--- src/rtl/rob_alloc_manager.sv ---
`default_nettype none
// rob_alloc_manager: ROB head/tail/occupancy tracker for the dispatch stage.
// Grants whole dispatch groups, retires commits and rolls the tail back on flush.
module rob_alloc_manager #(
   parameter  int DEPTH     = 64,
   parameter  int DP_WIDTH  = 2,
   parameter  int COM_WIDTH = 2,
   localparam int PTR_W     = $clog2(DEPTH),
   localparam int CNT_W     = $clog2(DEPTH) + 1,
   localparam int DPN_W     = $clog2(DP_WIDTH + 1),
   localparam int COMN_W    = $clog2(COM_WIDTH + 1)
) (
   input  logic                      clk,
   input  logic                      rst_n,
   input  logic                      i_stall,
   input  logic [DP_WIDTH-1:0]       i_dp_vld,
   input  logic [COMN_W-1:0]         i_com_num,
   input  logic                      i_flush,
   input  logic [PTR_W-1:0]          i_flush_ptr,
   output logic                      o_allocable,
   output logic                      o_dp_fire,
   output logic [DP_WIDTH*PTR_W-1:0] o_dp_ptr,
   output logic [PTR_W-1:0]          o_head_ptr,
   output logic [CNT_W-1:0]          o_used_num,
   output logic                      o_full,
   output logic                      o_empty
);

   localparam logic [CNT_W:0] DEPTH_EXT = (CNT_W + 1)'(DEPTH);

   logic [PTR_W-1:0] head;
   logic [PTR_W-1:0] tail;
   logic [CNT_W-1:0] used;
   logic [PTR_W-1:0] head_nxt;
   logic [PTR_W-1:0] flush_used;
   logic [DPN_W-1:0] dp_num;
   logic [CNT_W:0]   free_credit;

   // Each lane gets tail plus the number of valid lanes below it; dp_num
   // ends up as the popcount of the whole request vector.
   always_comb begin
      dp_num   = '0;
      o_dp_ptr = '0;
      for (int k = 0; k < DP_WIDTH; k++) begin
         o_dp_ptr[k*PTR_W +: PTR_W] = tail + PTR_W'(dp_num);
         dp_num                     = dp_num + DPN_W'(i_dp_vld[k]);
      end
   end

   // One extra bit keeps DEPTH - used + commit credit from overflowing.
   assign free_credit = DEPTH_EXT - {1'b0, used} + (CNT_W + 1)'(i_com_num);
   assign o_allocable = (free_credit >= (CNT_W + 1)'(dp_num));
   assign o_dp_fire   = o_allocable & ~i_stall & ~i_flush & (dp_num != '0);

   assign head_nxt    = head + PTR_W'(i_com_num);
   assign flush_used  = i_flush_ptr - head_nxt;

   always_ff @(posedge clk) begin
      if (!rst_n) begin
         head <= '0;
         tail <= '0;
         used <= '0;
      end else begin
         head <= head_nxt;
         if (i_flush) begin
            tail <= i_flush_ptr;
            used <= {1'b0, flush_used};
         end else begin
            tail <= tail + (o_dp_fire ? PTR_W'(dp_num) : '0);
            used <= used - CNT_W'(i_com_num) + (o_dp_fire ? CNT_W'(dp_num) : '0);
         end
      end
   end

   assign o_head_ptr = head;
   assign o_used_num = used;
   assign o_full     = (used == CNT_W'(DEPTH));
   assign o_empty    = (used == '0);

endmodule
`default_nettype wire

--- config.mk ---
export PLATFORM = sky130hd
export DESIGN_NAME = rob_alloc_manager
export DESIGN_NICKNAME = d
export VERILOG_FILES = /design/src/rtl/rob_alloc_manager.sv
export SDC_FILE = /design/constraint.sdc
export NUM_CORES = 1
export LEC_CHECK = 0
export ABC_AREA = 0
export ABC_CLOCK_PERIOD_IN_PS = 9000
export CAP_MARGIN = 20
export CORE_MARGIN = 2
export CORE_UTILIZATION = 55
export CTS_BUF_LIST = sky130_fd_sc_hd__clkbuf_8
export DETAILED_ROUTE_END_ITERATION = 10
export MAX_ROUTING_LAYER = met4
export PLACE_DENSITY = 0.92
export SKIP_CTS_REPAIR_TIMING = 1
export SLEW_MARGIN = 20
export SYNTH_ARGS = -nofsm -noshare
export SYNTH_HDL_FRONTEND = slang
export SYNTH_SLANG_ARGS = --single-unit
--- constraint.sdc ---
create_clock -name clk -period 9 [get_ports clk]
set_input_delay 0.9 -clock clk [delete_from_list [all_inputs] [get_ports clk]]
set_output_delay 0.9 -clock clk [all_outputs]
set_load 0.01 [all_outputs]
==> out/results.md <==
## Global route
* maximum number of pins on one net before global-route repair: 25
* met1 usage: 30.89%
* antenna violations before repair: 0
* vias in the first global route: 1520
* met3 global-route usage: 2.559%
* wire length of the first global-routing pass: 6.651 mm
* total overflow reported by the global router: 0
* GR met2 Demand/Resource: 43.78%
* global-route usage over all layers: 25.26%
* Most Used Layer, Global Route: met2

## Run status
* result of the run: completed

## Clock tree
* Num CTS Buffers: 3
* Max clock buf depth: 2
* cell at the root of the clock tree: sky130_fd_sc_hd__clkbuf_8
* CTS tree: built
* Clock Pin Slew Worst Setup and Hold Paths: 0.07 ns
* clock sinks: 19
* number of levels the H-tree was split into: 1
* Skew-Pair Late Insertion Delay: 0.27 ns

## Synthesis
* async set-or-reset flop fraction in the synthesized netlist: 0%
* mapped cell area: 1764 um^2
* post-synthesis average cell area: 8.564 um^2
* area share of the leading cell type in the synthesized netlist: 21.56%
* synth unique cells: 39
* Post-Synth XOR/XNOR Area: 10.21%
* number of warnings printed during yosys synthesis: 0
* multiplexer share of the synthesized area: 2.908%
* post-synthesis adder-cell area fraction: 28.09%
* main combinational cell family by area after synthesis: adder cells
* net count after synthesis: 256
* cell types occupying the most area after synthesis: sky130_fd_sc_hd__dfxtp_1, sky130_fd_sc_hd__ha_1, sky130_fd_sc_hd__fa_1, sky130_fd_sc_hd__inv_1, sky130_fd_sc_hd__xor2_1
* Post-synth EDFFs: 0
* Synth Area in Simple Gates: 19.86%
* Yosys top cell by area: sky130_fd_sc_hd__dfxtp_1
* portion of the post-synthesis area used by sequential elements: 21.56%
* post-synthesis register bit count: 19
* ys flop type: sky130_fd_sc_hd__dfxtp_1
* compound-gate portion of the synthesized area: 11.06%
* cell count after synthesis: 206

## Worst setup path
* top fanout value on the critical path: 6
* Reg-to-Reg End: o_used_num[4]
* Required @ worst endpoint: 9.13 ns
* cell depth of the worst flop-to-flop path: 15
* Worst setup SP type: input port
* critical path endpoint category: flop
* R2R Setup Slk: 5.00 ns
* Slowest Stage Delay on Critical Path: 0.53 ns
* startpoint-to-endpoint class of the critical path: in2reg
* Most Frequent Cell on Critical Path: sky130_fd_sc_hd__fa_1
* arrival time of data at the critical path endpoint: 4.96 ns
* RR Startpoint: o_used_num[0]
* cell with the largest stage delay on the worst path: sky130_fd_sc_hd__clkdlybuf4s50_1
* critical path cell sequence: clkdlybuf4s50_1 -> inv_1 -> ha_1 -> inv_1 -> fa_1 -> ha_1 -> a211o_1 -> a211oi_2 -> nand4_2 -> nand3_1 -> fa_1 -> fa_1 -> nor2b_1 -> o21bai_1 -> and3_1 -> nor3_1 -> a211oi_1

## Placed design
* estimated wirelength of the detail-placed design: 3.193 mm
* final estimated routing congestion in global placement: 0.8337
* number of instances in the placed design: 290
* quantity of I/O buffers inserted on ports: 42

## Min path
* start point of the worst min-delay path: o_head_ptr[5]
* worst hold stages: 2
* path class of the lowest-slack min-delay path: reg2reg
* Hold Crit Endpoint: o_head_ptr[5]

## Finish
* Layout fillers: 242
* register area: 380.4 um^2
* share of layout cells above drive strength 1: 4.400%
* area growth from synthesis to final layout: 29.22%
* nets@finish: 301
* number of antenna repair diodes: 0
* total area of multi-input combinational cells: 1272 um^2
* final instance count without filler cells: 294

## Timing
* aggregate negative setup slack: 0 ns
* number of setup violations in the final report: 0
* crit path time final: 4.829 ns
* Slew @ Worst Pin: 0.5234 ns
* maximum clock frequency: 207.1 MHz
* Max transition margin: 64.84%
* unrepaired setup endpoints after global routing: no
* final period utilization: 53.66%
* setup skew after layout: 0.006322 ns
* total count of hold-check failures in the final report: 0
* Slew Viols, Final: 0

## Drt
* number of nets with antenna violations after routing: 0
* wirelength, routed: 4.006 mm
* router iterations before antenna repair: 4
* Avg WL per Cell: 13.63 um
* number of DRC violations after detailed routing: 0
* DR iter-0 viols: 74
* vias post-DR: 1568
* drt via density: 5.333

## Die
* # rows: 20
* overall die area: 3677 um^2
* Core Area: 3053 um^2
* floorplan die width: 60.64 um
* die height: 60.64 um
* Top-Level Pins: 43
* Initial Utilization: 57.79%

## Flow run
* total of max-cap violations: 0

## Power and ir drop
* Power Dens Cells: 174.7 nW/um^2
* VDD IR-drop max: 0.0001010 V
* leakage power of the design: 1.043 nW

-- layout by cell type (no fill, tap or decap), types with 6 or more instances in the layout --
master	netlist	routed
sky130_fd_sc_hd__nor2_1	23	23
sky130_fd_sc_hd__dfxtp_1	19	19
sky130_fd_sc_hd__xor2_1	11	11
sky130_fd_sc_hd__a21oi_1	15	15
sky130_fd_sc_hd__xnor2_1	7	7
sky130_fd_sc_hd__fa_1	6	6
sky130_fd_sc_hd__clkdlybuf4s50_1	0	42
sky130_fd_sc_hd__inv_1	26	26
sky130_fd_sc_hd__nand3_1	11	11
sky130_fd_sc_hd__ha_1	30	30
-- how the worst max path moves through the flow --
| stage | start | end | slack, ns |
|---|---|---|---|
| after detailed placement | i_com_num[0] | o_used_num[4] | 3.93 |
| after global routing | i_com_num[0] | o_used_num[4] | 3.91 |
| after CTS | i_com_num[0] | o_used_num[4] | 4.20 |
| final | i_com_num[0] | o_used_num[4] | 4.17 |
| after floorplan | i_com_num[0] | o_used_num[4] | 4.77 |
| after global placement | i_com_num[0] | o_used_num[4] | 4.15 |
-- layout make-up --
| cell class | instances | share of cell area (%) |
|---|---|---|
| clock inverter | 1 | 0.2195 |
| tap | 44 | 2.415 |
| inverter | 26 | 4.281 |
| multi-input combinational | 158 | 55.82 |
| sequential | 19 | 16.68 |
| timing repair buffer | 43 | 18.77 |
| clock buffer | 3 | 1.811 |
-- power by group --
part / switching, mW / internal [mW] / leakage, nW
sequential: 0.0179 / 0.0974 / 0.157
clock: 0.0300 / 0.0309 / 0.0255
combinational: 0.112 / 0.110 / 0.860
-- critical path: cells and delay by family --
| kind | cells | cell delay (ns) |
|---|---|---|
| buf+inv | 3 | 0.67 |
| compound gates | 4 | 0.70 |
| simple gates | 5 | 0.95 |
| fa+ha+maj | 5 | 1.74 |
-- stage by stage --
step | hold slack, ns | power [mW] | setup WS, ns | instance area, um^2 | util, %
final | 0.5552 | 0.3983 | 4.171 | 2280 | 74.67
after global routing | 0.6228 | 0.4280 | 3.913 | 2280 | 74.67
after CTS | 0.5625 | 0.3979 | 4.199 | 2280 | 74.67
after detailed placement | 0.5482 | 0.3364 | 3.926 | 2233 | 73.16
after global placement | 0.5292 | 0.3269 | 4.153 | 2233 | 73.16
after floorplan | 0.5630 | 0.2576 | 4.765 | 1764 | -
-- metal layers --
layer / wire length [um] / vias to the layer above / share of wire (%)
li1: - / 787 / -
met4: 44 / 0 / 1.1
met2: 2013 / 47 / 50
met3: 168 / 5 / 4.2
met5: 0 / - / 0
met1: 1780 / 729 / 44
-- sequential cells by signal, indices dropped and copies added, names as in the netlist --
signal	count
o_head_ptr	6
o_used_num	7
tail	6
-- synth_stat cells, drive strengths merged, types with 5 or more instances --
cell and count:
inv 26, nand3 11, xor2 11, xnor2 7, nand2b 5, dfxtp 19
nor2 23, fa 6, ha 30, a21oi 15
-- logic make-up (layout without fill, tap and decap cells) --
logic type      count (synthesis)  count (layout)
compound gates                 31              31
xor+xnor                       19              19
fa+ha+maj                      36              36
buf+inv                        29              73
flops                          19              19
mux                             5               5
simple gates                   67              67
Note: power is estimated with default switching activity, not from simulation.
